[src/rtl/draw_bug.sv]
// Sprite overlay on a VGA pixel stream; 3 clk latency, no backpressure (streaming video).
// Optional BUG_TRANSPARENT_EN: ROM pixels equal to KEY_COLOR show the background instead.
module draw_bug #(
    parameter int          SPRITE_W  = 64,
    parameter int          SPRITE_H  = 64,
    parameter logic [11:0] KEY_COLOR = 12'hF0F
) (
    input  logic        clk,
    input  logic        rst,
    input  logic [10:0] hcount_in,
    input  logic [10:0] vcount_in,
    input  logic        hsync_in,
    input  logic        vsync_in,
    input  logic        hblnk_in,
    input  logic        vblnk_in,
    input  logic [11:0] rgb_in,
    input  logic [10:0] xpos,
    input  logic [10:0] ypos,
    output logic [11:0] pixel_addr,
    input  logic [11:0] rgb_pixel,
    output logic [10:0] hcount_out,
    output logic [10:0] vcount_out,
    output logic        hsync_out,
    output logic        vsync_out,
    output logic        hblnk_out,
    output logic        vblnk_out,
    output logic [11:0] rgb_out
);

`ifdef BUG_TRANSPARENT_EN
    localparam logic TRANSP_EN = 1'b1;
`else
    localparam logic TRANSP_EN = 1'b0;
`endif

    typedef struct packed {
        logic [10:0] hcount;
        logic [10:0] vcount;
        logic        hsync;
        logic        vsync;
        logic        hblnk;
        logic        vblnk;
    } timing_t;

    timing_t     tim_in;
    timing_t     tim1_q, tim2_q, tim3_q;
    logic [11:0] rgbin1_q, rgbin2_q;
    logic        insp1_q, insp2_q;
    logic [10:0] xpos_q, ypos_q;
    logic        vblnk_prev_q;
    logic [11:0] addr_q, addr_d;
    logic [11:0] rgb_q, rgb_d;
    logic        in_sprite;
    logic        vblnk_rise;
    logic [11:0] h_ext, v_ext, x_ext, y_ext;
    logic [5:0]  dx, dy;
    logic        show_rom;

    assign tim_in = '{hcount: hcount_in, vcount: vcount_in, hsync: hsync_in,
                      vsync: vsync_in, hblnk: hblnk_in, vblnk: vblnk_in};

    // 12-bit compare so a sprite near the right/bottom edge is clipped, not wrapped.
    assign h_ext = {1'b0, hcount_in};
    assign v_ext = {1'b0, vcount_in};
    assign x_ext = {1'b0, xpos_q};
    assign y_ext = {1'b0, ypos_q};
    assign in_sprite = (h_ext >= x_ext) && (h_ext < x_ext + 12'(SPRITE_W)) &&
                       (v_ext >= y_ext) && (v_ext < y_ext + 12'(SPRITE_H));

    assign dx = hcount_in[5:0] - xpos_q[5:0];
    assign dy = vcount_in[5:0] - ypos_q[5:0];
    assign vblnk_rise = vblnk_in && !vblnk_prev_q;

    always_comb begin
        addr_d = 12'h000;
        if (in_sprite) begin
            addr_d = {dy, dx};
        end
    end

    assign show_rom = insp2_q && !(TRANSP_EN && (rgb_pixel == KEY_COLOR));

    always_comb begin
        rgb_d = rgbin2_q;
        if (tim2_q.hblnk || tim2_q.vblnk) begin
            rgb_d = 12'h000;
        end else if (show_rom) begin
            rgb_d = rgb_pixel;
        end
    end

    always_ff @(posedge clk) begin
        if (rst) begin
            tim1_q       <= '0;
            tim2_q       <= '0;
            tim3_q       <= '0;
            rgbin1_q     <= '0;
            rgbin2_q     <= '0;
            insp1_q      <= 1'b0;
            insp2_q      <= 1'b0;
            xpos_q       <= '0;
            ypos_q       <= '0;
            vblnk_prev_q <= 1'b0;
            addr_q       <= '0;
            rgb_q        <= '0;
        end else begin
            tim1_q       <= tim_in;
            tim2_q       <= tim1_q;
            tim3_q       <= tim2_q;
            rgbin1_q     <= rgb_in;
            rgbin2_q     <= rgbin1_q;
            insp1_q      <= in_sprite;
            insp2_q      <= insp1_q;
            vblnk_prev_q <= vblnk_in;
            addr_q       <= addr_d;
            rgb_q        <= rgb_d;
            // Position only moves at frame start so the sprite never tears.
            if (vblnk_rise) begin
                xpos_q <= xpos;
                ypos_q <= ypos;
            end
        end
    end

    assign pixel_addr = addr_q;
    assign rgb_out    = rgb_q;
    assign hcount_out = tim3_q.hcount;
    assign vcount_out = tim3_q.vcount;
    assign hsync_out  = tim3_q.hsync;
    assign vsync_out  = tim3_q.vsync;
    assign hblnk_out  = tim3_q.hblnk;
    assign vblnk_out  = tim3_q.vblnk;

endmodule

[config.mk]
export PLATFORM = sky130hd
export DESIGN_NAME = draw_bug
export DESIGN_NICKNAME = d
export VERILOG_FILES = /design/src/rtl/draw_bug.sv
export SDC_FILE = /design/constraint.sdc
export NUM_CORES = 1
export LEC_CHECK = 0
export BUFFER_PORTS_ARGS = -buffer_cell sky130_fd_sc_hd__buf_2
export CORE_MARGIN = 10
export CORE_UTILIZATION = 38
export DETAILED_ROUTE_END_ITERATION = 7
export PLACE_DENSITY_LB_ADDON = 0.25
export SETUP_SLACK_MARGIN = 0.05
export SLEW_MARGIN = 10
export SYNTH_ARGS = -nofsm -noshare
export SYNTH_HDL_FRONTEND = slang
export SYNTH_SLANG_ARGS = --single-unit
[constraint.sdc]
create_clock -name clk -period 6.22 [get_ports clk]
set_input_delay 0.311 -clock clk [delete_from_list [all_inputs] [get_ports clk]]
set_output_delay 0.311 -clock clk [all_outputs]
set_load 0.02 [all_outputs]
# Yosys cells after proc, flatten, opt, wreduce, memory -nomap -nowiden

Index checks and enable logic that the tools add are counted.

Bits in registers: 150
Input bits: 74
Output and inout port bits: 50
Word-level logic and storage cells: 44

Add/sub/neg operators: 4
$lt $le $gt $ge: 4
Multiplexer cells: 1
Bitwise operators: 1
Reductions and logical operators: 8

Operator list:

| cell                                           | number |
|---|---|
| adder 11 x 7 -> 12 bit (second input constant) | 2 |
| < comparator 11 x 12 -> 1 bit                  | 2 |
| >= comparator 11 bit                           | 2 |
| two-way mux 12 bit                             | 1 |
| subtractor 6 bit                               | 2 |
| logical AND 1 bit                              | 4 |
| OR reduction 2 bit                             | 2 |
| zero test 1 bit                                | 1 |
| logical OR 1 bit                               | 1 |
| inverter 1 bit                                 | 1 |

# Depth between registers and ports, before layout

Depth in word-level cells: 7
Gate-level depth with buffers: 10
Gate-level depth less buffers: 9

# Least setup slack after synthesis

Ideal clock, no wire load.

Kind: reg-to-reg
Start point: register xpos_q[6]
End point: register addr_q[2] (netlist: pixel_addr[2])
Setup time: 73 ps
Arrival time: 2,046 ps
Data required time: 6,147 ps
Path slack: 4,101 ps
Cell stages (with the launch flop): 11
Path buffers: 1
Clock period less this slack: 2,119 ps
Path through: dfxtp_1 > ha_1 > nand3_1 > xnor2_1 > ha_1 > a211oi_1 > nand2_1 > a211oi_2 > o221ai_2 > buf_4 > nor3_2

Longest elaborated chain between the ends: 7
Elaborated cells between the ends (all ways): 8
Classes of those cells: add/sub (1); order compare (2); bitwise (1); reduce/logical (4)

Ends and longest elaborated chain:

| what                               | line | text |
|---|---|---|
| start: declaration                 | 49   | `logic [10:0] xpos_q, ypos_q;` |
| start signal: assignment           | 119  | `xpos_q <= xpos;` |
| adder 11 x 7 -> 12 bit             | 67   | `assign in_sprite = (h_ext >= x_ext) && (h_ext < x_ext + 12'(SPRITE_W)) &&` |
| < comparator 11 x 12 -> 1 bit      | 67   |  |
| logical AND 1 bit (*) (2 in a row) | 67   |  |
| logical AND 1 bit (*)              | 68   | `(v_ext >= y_ext) && (v_ext < y_ext + 12'(SPRITE_H));` |
| inverter 1 bit (no line) (*)       | n/a  |  |
| OR reduction 2 bit (no line) (*)   | n/a  |  |
| end signal: assignment             | 115  | `addr_q <= addr_d;` |
| end: declaration                   | 51   | `logic [11:0] addr_q, addr_d;` |

Every way passes the cells marked *; elsewhere a longest branch is shown, timed or not.
A chain may end at the register's enable or synchronous reset.

# Final worst setup path

Start point: register xpos_q[6]
End point: register addr_q[11] (netlist: pixel_addr[11])

Same word-level chain as after synthesis.

==> flow_summary.ini <==
[pwr]
pwr-share-clk_pct = 46.3
p_int_mw = 1.78
total_power_mw = 2.30
p_switching_uw = 525
ir_drop_mv = 0.181
seq_power_share_pct = 44.3
cellLeakagePower_nw = 3.01
combPwrFrac_pct = 9.4
netSwitchingFraction_pct = 22.8
power_density_mw_per_mm2 = 335

[die]
num_rows = 43
ios = 124
core-area_mm2 = 0.0140
die_area_mm2 = 0.0196
fp.dieW_um = 140
die_y_um = 140
start_util_pct = 39.2

[detailed_routing]
wl_um = 12000
vias_per_cell = 4.47
drc = 0
first_pass_iters = 6
antenna_left = 0
vias = 3846
wl_per_cell_um = 13.9
drtIter0Drc = 166

[clock_network]
postCtsHoldBufs = 0
cts_buffer_depth = 2
cts_tree = built
ctsRootBufferMaster = clkbuf_16
clk_pin_slew_ps = 60
postCtsSetupRepairBufs = 0
clk_latency_ps = 420
cts_resized = 0
h-tree-depth = 4
numCtsBuffers = 17
cts_sinks = 150

[logic_synthesis]
synthCells = 546
synth-seq-area-share_pct = 54.7
ys_types = 37
synth.net_count = 656
synth_area_leader_cell = dfxtp_1
yosysWarnings = 0
synthTopCellsByArea = dfxtp_1 (55%), nor2b_1 (12%), ha_1 (7.8%)
yosys.area.top_type_share_pct = 54.7
avgSynthCellArea_um2 = 10.0
netlist_area_mm2 = 0.00549
ys_seq_elements = 150

[sta]
tightest_slew_ps = 976
fin_skew_ps = 7.31
fmax_mhz = 385
min_period_ps = 2600
setup_tns_ps = 0
rsz0062_at_grt = no
relSlewSlack_pct = 34.9
setup_viol = 0
fin_hold_ws_ps = 101
finalCritPeriodShare_pct = 41.8
hold_violations = 0
layout_setup_ws_ps = 3620
drv_slew = 0

[final_layout]
final_cell_mix = dfxtp_1 (150), buf_2 (122), nor2b_1 (103)
antennaDiodeCount = 0
fin_nets = 778
drive_above_1_share_pct = 24.1
syn_to_final_growth_pct = 25.3
final_core_util_pct = 49.1
final_area_mm2 = 0.00687
final_cells = 861
layout_commonest_cell = dfxtp_1

[grt]
grt_use_total_pct = 12.4
antenna_found_initial = 0
grt_pass1_vias = 3979
grt_max_degree = 72
grt_first_pass_wirelength_um = 19800
overflow = 0

[setup_path]
timing.rr.end = pixel_addr[11]
cp_max_fo = 13
r2r_slack_ps = 3620
r2r_start = xpos_q[6]
startpoint_type = flip-flop
critPathKind = reg2reg
cp.required_ps = 6530
startpoint = xpos_q[6]
r2r_cells = 9
endpoint_kind = flip-flop
crit_arrival_ps = 2910
crit_end = pixel_addr[11]

[placed_design]
placement.setup.worst_slack_ps = 3660
gp_congestion = 0.817
place_hpwl_um = 9010
dp_cells = 829
port_buffers = 123
place_area_mm2 = 0.00625

[outcome]
outcome = finished, final reports clean

[flow_run]
max_cap_viol_count = 0

[worst_hold_path]
hp-class = in2reg
[flip-flops by register name (all words and copies together), names as in the netlist]
name,flops
vblnk_out,1
insp2_q,1
insp1_q,1
vblnk_prev_q,1
pixel_addr,12
rgbin1_q,12
hcount_out,11
rgbin2_q,12
hblnk_out,1
hsync_out,1
ypos_q,11
rgb_out,12
vcount_out,11
vsync_out,1
tim2_q,26
xpos_q,11
tim1_q,25
[power by group through the flow]
stage	Clock, mW	Sequential (mW)	Combinational (mW)
after floorplan	0	1.05	0.139
after global placement	0	1.04	0.213
after detailed placement	0	1.04	0.216
after CTS	1.09	1.02	0.218
after global routing	1.13	1.02	0.245
final	1.07	1.02	0.216
[final cells by class]
cell class / count / area (µm²)
clock buffers: 20 / 447
inverters: 33 / 124
fillers: 1305 / 7120
flip-flops and latches: 150 / 3000
clock inverters: 12 / 176
repair buffers: 125 / 633
well taps: 180 / 225
multi-input cells: 341 / 2260
[critical path, stage by stage (launching register included)]
cell	delay (ps)
dfxtp_1	410
ha_1	210
nand3_1	100
xnor2_1	190
ha_1	280
a211oi_1	260
nand2_1	100
a211oi_2	200
o221ai_2	330
nor4b_1	410
[layer usage]
layer,track usage (%),share of wire (%),vias up
li1,-,-,2019
met1,14.6,46,1704
met2,19.6,45,103
met3,5.07,7.0,20
met4,5.27,1.9,0
met5,0,0,-
[Yosys cell counts (all sizes together)]
master and number:
a31oi 2, nor3 12, o22ai 2, or3 1, nor2 26, a221o 1, nor2b 103, nand3 9
mux2i 12, xnor2 8, o32ai 1, nand4 5, a2111oi 2, a21o 4, a21oi 37, nand2b 5
ha 34, nand2 53, xor2 2, nor4b 2, o221ai 2, inv 33, o21bai 1, buf 6
clkbuf 16, dfxtp 150, o211ai 2, nand4b 1, o21ai 8, fa 2, a211oi 4
[cells by family (layout without fill, tap and decap cells)]
family	count (synthesis)	count (layout)	synth area share, %
buffers and inverters	55	190	3.97
AND/OR/NAND/NOR	217	217	21.2
multiplexers	12	12	2.19
adder cells (fa/ha/maj)	36	36	8.49
XOR/XNOR	10	10	1.60
flip-flops	150	150	54.7
AO/OA/AOI/OAI	66	66	7.85
[worst min path at each step]
| stage | from | end | slack (ps) | depth (start not counted) |
|---|---|---|---|---|
| 6_report | rgb_in[4] | rgbin1_q[4] | 100 | 2 |
| 3_5_place_dp | rgbin1_q[7] | rgbin2_q[7] | 420 | 1 |
| 5_1_grt | rgb_in[7] | rgbin1_q[7] | 90 | 2 |
| 4_1_cts | rgb_in[4] | rgbin1_q[4] | 80 | 2 |
| 2_1_floorplan | tim2_q[15] | hcount_out[0] | 410 | 1 |
| 3_3_place_gp | tim2_q[11] | vcount_out[7] | 420 | 1 |
Power figures use the tool's default switching activity.
